===== config.mk =====
export PLATFORM = sky130hd
export DESIGN_NAME = itr_ctrl_flat
export DESIGN_NICKNAME = d
export VERILOG_FILES = /design/src/rtl/itr_ctrl_if.sv /design/src/rtl/itr_ctrl.sv /design/src/flat_wrapper.sv
export SDC_FILE = /design/constraint.sdc
export NUM_CORES = 1
export LEC_CHECK = 0
export ABC_AREA = 1
export ABC_CLOCK_PERIOD_IN_PS = 3100
export BUFFER_PORTS_ARGS = -buffer_cell sky130_fd_sc_hd__buf_2
export CELL_PAD_IN_SITES_DETAIL_PLACEMENT = 1
export CELL_PAD_IN_SITES_GLOBAL_PLACEMENT = 2
export CORE_MARGIN = 5
export CORE_UTILIZATION = 28
export DETAILED_ROUTE_END_ITERATION = 12
export PLACE_DENSITY = 0.9
export SETUP_SLACK_MARGIN = 0.1
export SLEW_MARGIN = 20
export SYNTH_ARGS = -nofsm -noshare
export SYNTH_HDL_FRONTEND = slang
export SYNTH_SLANG_ARGS = --single-unit
export TNS_END_PERCENT = 5

===== constraint.sdc =====
create_clock -name clk -period 3.1 [get_ports clk]
set_input_delay 0.62 -clock clk [delete_from_list [all_inputs] [get_ports clk]]
set_output_delay 0.62 -clock clk [all_outputs]
set_load 0.05 [all_outputs]

===== src/rtl/itr_ctrl_if.sv =====
// Core I/O bus as seen by the interrupt controller: output-port writes and input-port reads.
interface itr_ctrl_if #(
    parameter int NUBITS = 32,
    parameter int NBIOA  = 3
);
    logic              out_en;
    logic [NBIOA-1:0]  addr_out;
    logic [NUBITS-1:0] data_out;
    logic              req_in;
    logic [NBIOA-1:0]  addr_in;
    logic [NUBITS-1:0] io_rd_data;
    logic              io_rd_valid;

    modport master (
        output out_en, addr_out, data_out, req_in, addr_in,
        input  io_rd_data, io_rd_valid
    );

    modport slave (
        input  out_en, addr_out, data_out, req_in, addr_in,
        output io_rd_data, io_rd_valid
    );
endinterface


===== src/rtl/itr_ctrl.sv =====
// Interrupt controller: syncs and edge-detects NSRC request lines, masks them, fires a one-cycle itr
// for the lowest pending source and holds off further interrupts until EOI plus GAPCY idle cycles.
module itr_ctrl #(
    parameter int NUBITS    = 32,
    parameter int NSRC      = 8,
    parameter int NBIOA     = 3,
    parameter int MASK_ADR  = 6,
    parameter int EOI_ADR   = 7,
    parameter int CAUSE_ADR = 6,
    parameter int PEND_ADR  = 7,
    parameter int GAPCY     = 2
) (
    input  logic            clk,
    input  logic            rst,
    input  logic [NSRC-1:0] irq_src_i,
    itr_ctrl_if.slave       bus,
    output logic            itr_o,
    output logic            busy_o
);
    localparam int CW = (NSRC > 1) ? $clog2(NSRC) : 1;

    localparam logic [1:0] IDLE = 2'd0;
    localparam logic [1:0] FIRE = 2'd1;
    localparam logic [1:0] SERV = 2'd2;
    localparam logic [1:0] GAP  = 2'd3;

    logic [NSRC-1:0] sync1_q, sync2_q, prev_q;
    logic [NSRC-1:0] pend_q, pend_d;
    logic [NSRC-1:0] mask_q, mask_d;
    logic [CW-1:0]   cause_q, cause_d;
    logic [3:0]      cnt_q, cnt_d;
    logic [1:0]      state_q, state_d;
    logic            itr_q, busy_q;

    logic [NSRC-1:0] rise, clr, armed;
    logic [CW-1:0]   sel_idx;
    logic            mask_wr, eoi_wr;

    assign mask_wr = bus.out_en && (bus.addr_out == NBIOA'(MASK_ADR));
    assign eoi_wr  = bus.out_en && (bus.addr_out == NBIOA'(EOI_ADR));
    assign rise    = sync2_q & ~prev_q;
    assign armed   = pend_q & mask_q;

    // Descending scan so the lowest armed index is the one left standing.
    always_comb begin
        sel_idx = '0;
        for (int i = NSRC - 1; i >= 0; i--) begin
            if (armed[i]) sel_idx = CW'(i);
        end
    end

    always_comb begin
        state_d = state_q;
        cause_d = cause_q;
        cnt_d   = cnt_q;
        clr     = '0;
        case (state_q)
            IDLE: begin
                if (|armed) begin
                    state_d = FIRE;
                    cause_d = sel_idx;
                    clr     = NSRC'(1) << sel_idx;
                end
            end
            FIRE: state_d = SERV;
            SERV: begin
                if (eoi_wr) begin
                    state_d = GAP;
                    cnt_d   = 4'(GAPCY - 1);
                end
            end
            default: begin
                if (cnt_q == 4'd0) state_d = IDLE;
                else               cnt_d   = cnt_q - 4'd1;
            end
        endcase
        // A fresh rising edge beats the clear of the source being dispatched.
        pend_d = (pend_q & ~clr) | rise;
        mask_d = mask_wr ? bus.data_out[NSRC-1:0] : mask_q;
    end

    always_ff @(posedge clk) begin
        if (rst) begin
            sync1_q <= '0;
            sync2_q <= '0;
            prev_q  <= '0;
            pend_q  <= '0;
            mask_q  <= '0;
            cause_q <= '0;
            cnt_q   <= '0;
            state_q <= IDLE;
            itr_q   <= 1'b0;
            busy_q  <= 1'b0;
        end else begin
            sync1_q <= irq_src_i;
            sync2_q <= sync1_q;
            prev_q  <= sync2_q;
            pend_q  <= pend_d;
            mask_q  <= mask_d;
            cause_q <= cause_d;
            cnt_q   <= cnt_d;
            state_q <= state_d;
            itr_q   <= (state_d == FIRE);
            busy_q  <= (state_d == FIRE) || (state_d == SERV);
        end
    end

    assign itr_o  = itr_q;
    assign busy_o = busy_q;

    logic [NUBITS-1:0] cause_word, pend_word;
    logic              hit_cause, hit_pend;

    assign hit_cause = bus.req_in && (bus.addr_in == NBIOA'(CAUSE_ADR));
    assign hit_pend  = bus.req_in && (bus.addr_in == NBIOA'(PEND_ADR));

    always_comb begin
        cause_word             = '0;
        cause_word[NUBITS-1]   = busy_q;
        cause_word[CW-1:0]     = cause_q;
        pend_word              = '0;
        pend_word[NSRC-1:0]    = pend_q;
        bus.io_rd_valid        = hit_cause || hit_pend;
        bus.io_rd_data         = '0;
        if (hit_cause)     bus.io_rd_data = cause_word;
        else if (hit_pend) bus.io_rd_data = pend_word;
    end

    logic unused_data;
    assign unused_data = ^bus.data_out[NUBITS-1:NSRC];
endmodule


===== src/flat_wrapper.sv =====
// flat-port wrapper written by rule: the top's interface ports become plain ports
module itr_ctrl_flat 
#(
    parameter int NUBITS    = 32,
    parameter int NSRC      = 8,
    parameter int NBIOA     = 3,
    parameter int MASK_ADR  = 6,
    parameter int EOI_ADR   = 7,
    parameter int CAUSE_ADR = 6,
    parameter int PEND_ADR  = 7,
    parameter int GAPCY     = 2
)
  (clk, rst, irq_src_i, itr_o, busy_o, bus_out_en, bus_addr_out, bus_data_out, bus_req_in, bus_addr_in, bus_io_rd_data, bus_io_rd_valid);
  itr_ctrl_if #(.NUBITS(NUBITS), .NBIOA(NBIOA)) bus_i ();
  input  logic clk;
  input  logic rst;
  input  logic [NSRC-1:0] irq_src_i;
  output logic itr_o;
  output logic busy_o;
  input wire logic [$bits(bus_i.out_en)-1:0] bus_out_en;
  input wire logic [$bits(bus_i.addr_out)-1:0] bus_addr_out;
  input wire logic [$bits(bus_i.data_out)-1:0] bus_data_out;
  input wire logic [$bits(bus_i.req_in)-1:0] bus_req_in;
  input wire logic [$bits(bus_i.addr_in)-1:0] bus_addr_in;
  output wire logic [$bits(bus_i.io_rd_data)-1:0] bus_io_rd_data;
  output wire logic [$bits(bus_i.io_rd_valid)-1:0] bus_io_rd_valid;
  assign bus_i.out_en = bus_out_en;
  assign bus_i.addr_out = bus_addr_out;
  assign bus_i.data_out = bus_data_out;
  assign bus_i.req_in = bus_req_in;
  assign bus_i.addr_in = bus_addr_in;
  assign bus_io_rd_data = bus_i.io_rd_data;
  assign bus_io_rd_valid = bus_i.io_rd_valid;
  itr_ctrl #(.NUBITS(NUBITS), .NSRC(NSRC), .NBIOA(NBIOA), .MASK_ADR(MASK_ADR), .EOI_ADR(EOI_ADR), .CAUSE_ADR(CAUSE_ADR), .PEND_ADR(PEND_ADR), .GAPCY(GAPCY)) u_core (.clk(clk), .rst(rst), .irq_src_i(irq_src_i), .bus(bus_i), .itr_o(itr_o), .busy_o(busy_o));
endmodule

# Word level (Yosys, flattened, before mapping)
# Index checks and enable logic that the tools add are counted.
# word_totals
inputBits	50
mem_bits_rw	0
latchBits	0
reg_bits	51
elab_cells	60
romBits	0
memories	0
# op_classes
addsub	1
n_shift	1
div	0
eq_ne	10
n_reduce_logical	12
mul	0
n_mux	19
order_cmp	0
bitwise_logic	7
# ops
operator	count
32-bit two-way mux	1
8-bit AND	3
3-bit two-way mux	8
8-bit two-way mux	3
8-bit inverter	2
3-bit == test (second input constant)	4
4-bit two-way mux	2
8-bit bitwise OR	1
4-bit one-hot mux with 2 select lines	1
8-bit OR reduction	1
1-bit by 3-bit << shifter with 8-bit output (first input constant)	1
2-bit two-way mux	3
2-bit one-hot mux with 3 select lines	1
2-bit by 1-bit == test with 1-bit output (second input constant)	2
2-bit == test (second input constant)	2
1-bit logical AND	4
4-bit zero test	1
4-bit by 1-bit subtractor with 4-bit output (second input constant)	1
3-bit AND reduction	1
2-bit zero test	1
1-bit logical OR	2
2-bit by 1-bit inequality test with 1-bit output (second input constant)	1
2-bit inequality test (second input constant)	1
2-bit AND reduction	1
other kinds (2)	2

# Logic depth before layout (Yosys ltp)
# logic_depth
ltp_word	15
ltp_mapped	12

# Worst setup path after synthesis
# Ideal clock, no wire load.
# synth_timing
path_kind	in2out
start	input port bus_req_in
end	output port bus_io_rd_data[1]
path_stages	4
required_ps	2480
n_path_buf	1
setup_slack_ps	83
arrival_ps	2397
cell_sequence	and3_1 > clkbuf_2 > nand2_1 > o21ai_0
# synth_between
elab_chain_len	3
elab_cells_between_ends	4
classes_between	mux (2); reduce/logical (2)
# synth_rtl
item	line	source
start: declaration	flat_wrapper.sv:23	input wire logic [$bits(bus_i.req_in)-1:0] bus_req_in;
1-bit logical AND	itr_ctrl.sv:115	assign hit_pend = bus.req_in && (bus.addr_in == NBIOA'(PEND_ADR));
8-bit two-way mux	itr_ctrl.sv:126	else if (hit_pend) bus.io_rd_data = pend_word;
32-bit two-way mux (*)	itr_ctrl.sv:125	if (hit_cause) bus.io_rd_data = cause_word;
end: declaration	flat_wrapper.sv:25	output wire logic [$bits(bus_i.io_rd_data)-1:0] bus_io_rd_data;
# Every way passes the cells marked *; elsewhere a longest branch is shown, timed or not.

# Final worst setup path
# Ends and elaborated chain as after synthesis.

==> impl_results.md <==
- Synthesized cell area: 2328 um2
- CTS Hold Bufs: 0
- Netlist cell types: 30
- XOR/XNOR share of the synthesized area: 0.3761%
- R2r worst-path depth: 8
- Max Clock Freq: 433.3 MHz
- Reg2reg end: u_core.busy_o
- CP max stage cell: buf_2
- Area fraction in and, or, nand and nor cells after synthesis: 27.46%
- CTS tree: yes
- CP max stage delay: 0.29 ns
- GPL Wtd Cong: 0.7976
- Vias in the first global route: 1801
- Ys Warns: 0
- WP data arrival: 1.69 ns
- Area leader, netlist: dfxtp_1
- Drt wl/cell: 10.64 um
- Crit-path max FO: 7
- Clk_skew: 0.01057 ns
- N_diodes: 0
- Synth top cells by count: nor2_1 (62), inv_1 (52), dfxtp_1 (51)
- WL final: 4873 um
- Iter 0 DRT Violations: 38
- Post-CTS Setup Bufs: 0
- Top-count cell post-synth: nor2_1
- First-pass GRT wire length: 7831 um
- Top_reg_cell synth: dfxtp_1
- PwrDens: 491.0 nW/um2
- CTS Root Buffer Type: clkbuf_8
- Port Buffers: 37
- Worst VDD drop: 0.1745 mV
- Hold path depth: 2
- Top-area cell type share of the netlist area: 43.85%
- Worst Hold Class: flop to flop
- Post-route minimum period: 2.308 ns
- Overall Global Routing Usage: 9.684%
- Die ar.: 10240 um2
- WP buf/inv: 2
- HPWL Detailed: 3852 um
- Chip height: 101.2 um
- Final ANT Viol Nets: 0
- Post-synthesis mux area share: 0%
- Layout cells sized above 1: 18.13%
- Max-Cap Viols: 0
- Kind of critical path: input pin to output pin
- Chip Width: 101.2 um
- Fin crit share: 74.45%
- Grt ovf: 0
- Hold EP: u_core.sync2_q[1]
- RSZ-0062 raised after global routing: no
- Worst r2r src: u_core.state_q[0]
- Status: complete, no violations
- Total Neg Setup Slack: 0 ns
- Clock Latency Late Sink: 0.31 ns
- Average cell area after synthesis: 7.416 um2
- Post-synthesis adder-cell area fraction: 3.761%
- Non-Filler Instances: 458
- Startpoint types: input pin
- Clock Path Buffers: 2
- Synth Area in Compound Gates: 6.878%
- Critical Path Stages: 5
- 1st-pass router iterations: 4
- Initial Util: 28.48%
- Placed insts: 450
- Crit path top cell by count: buf_2
- Ys async rst share: 0%
- Post-CTS Resized: 0
- Initial antenna violation count: 0
- I/O pins: 85
- Vias post-DR: 1821
- Clk sinks: 51
- Largest net degree at the start of global routing: 24
- Worst path required time: 2.48 ns
- TritonCTS buffer count: 5
- Drt drc: 0
- Mapped Cells: 314
- Min-Delay Startpoint: u_core.sync1_q[1]
- Via-per-instance ratio: 3.976
- Clock transition at path regs: 0.09 ns
- R2r setup slk: 1.34 ns
- Static Leak: 1.307 nW
- CP top delay family: simple AND/OR/NAND/NOR gates
- Post-synth EDFFs: 0
- Core area: 8175 um2
- Sequential share of the synthesized area: 43.85%
- Worst path cell trace: buf_2, and3_1, nand2_1, o21ai_0, buf_2
- Max-slew violations: 0
- Site row count: 33
- Area Overhead vs Synth: 13.06%
- Dominant combinational cell family by area after synthesis: simple AND/OR/NAND/NOR gates
- Yosys reg bits: 51
- # nets final: 409
- Worst setup EP type: output pin
- Synth top area cells: dfxtp_1 (44%), nor2_1 (10%), inv_1 (8.4%)
- H-tree levels: 2
- Final setup fails: 0
- Final hold violations: 0
-- worst max-delay path by stage --
stage / start / to
2_1_floorplan: bus_req_in / bus_io_rd_data[1]
3_3_place_gp: bus_req_in / bus_io_rd_data[2]
3_5_place_dp: bus_req_in / bus_io_rd_data[2]
4_1_cts: bus_req_in / bus_io_rd_data[2]
5_1_grt: bus_req_in / bus_io_rd_data[2]
6_report: bus_req_in / bus_io_rd_data[1]
-- layout by cell type (no fill, tap or decap) --
| cell | n |
|---|---|
| o22ai_1 | 1 |
| nor2_4 | 4 |
| inv_8 | 1 |
| o21ai_0 | 14 |
| nand2_1 | 49 |
| a21oi_2 | 1 |
| buf_4 | 1 |
| buf_2 | 37 |
| nor2_2 | 1 |
| nand2_2 | 2 |
| inv_2 | 2 |
| nor3_2 | 1 |
| o21ai_1 | 1 |
| nand2_4 | 2 |
| and3_1 | 3 |
| inv_1 | 52 |
| conb_1 | 23 |
| o21a_1 | 1 |
| nor3_1 | 3 |
| clkinvlp_4 | 1 |
| o21ai_2 | 3 |
| clkbuf_8 | 5 |
| a21oi_1 | 4 |
| inv_6 | 1 |
| a21oi_4 | 1 |
| inv_4 | 1 |
| nor2_1 | 62 |
| nand3_1 | 11 |
| nand4_1 | 6 |
| dfxtp_1 | 51 |
| ha_1 | 7 |
| xor2_1 | 1 |
-- worst reg2reg max path, cell delays in order, from the launching register on --
cell and delay, ns:
dfxtp_1 0.38, inv_1 0.10, ha_1 0.29, nor3_1 0.21, o21ai_0 0.16, nor2_4 0.16, nor2_1 0.05, ha_1 0.27
nor2_1 0.09
-- per-stage QoR --
stage / hold slack, ns / instance area, um2 / power, W / setup WS (ns) / utilization (%)
after global placement: 0.3918 / 2536 / 0.0008926 / 0.7833 / 31.02
after global routing: 0.4244 / 2633 / 0.001356 / 0.6853 / 32.20
after floorplan: 0.3883 / 2411 / 0.0008791 / 0.08349 / -
after CTS: 0.4085 / 2633 / 0.001314 / 0.7837 / 32.20
after detailed placement: 0.3942 / 2536 / 0.0008983 / 0.8012 / 31.02
final: 0.4054 / 2633 / 0.001293 / 0.7921 / 32.20
-- cell families (layout without fill, tap and decap cells) --
kind of cell	after synthesis	after routing
buffers and inverters	84	101
XOR/XNOR	1	1
AND/OR/NAND/NOR	144	144
adder cells (fa/ha/maj)	7	7
other	1	23
AO/OA/AOI/OAI	26	26
flip-flops	51	51
-- registers in the layout, summed over array words and instances (netlist names) --
register and cells:
u_core.cause_q 3, u_core.mask_q 8, u_core.state_q 2, u_core.prev_q 8, u_core.sync2_q 8, u_core.itr_o 1
u_core.pend_q 8, u_core.sync1_q 8, u_core.busy_o 1, u_core.cnt_q 4
-- power breakdown --
group | switching (W) | leakage [nW] | total (W) | internal [W]
clock network | 0.000244 | 0.0467 | 0.000412 | 0.000168
registers | 0.0000132 | 0.417 | 0.000697 | 0.000684
logic | 0.000143 | 0.844 | 0.000184 | 0.0000413
-- layer usage --
metal  wire (um)  global-route usage, %  share of wire [%]
met1        2173                  10.69                 45
met5           0                      0                  0
met4          84                  4.294                1.7
met2        2395                  17.40                 49
met3         221                  2.479                4.5
-- cell type report --
class                   instances  area [um2]
inverters                      55       209.0
multi-input cells             201       982.2
clock inverters                 3       27.53
fillers                      1047        5543
flip-flops and latches         51        1021
well taps                     105       131.4
repair buffers                 38       192.7
clock buffers                   5       68.82
Power figures use the tool's default switching activity.
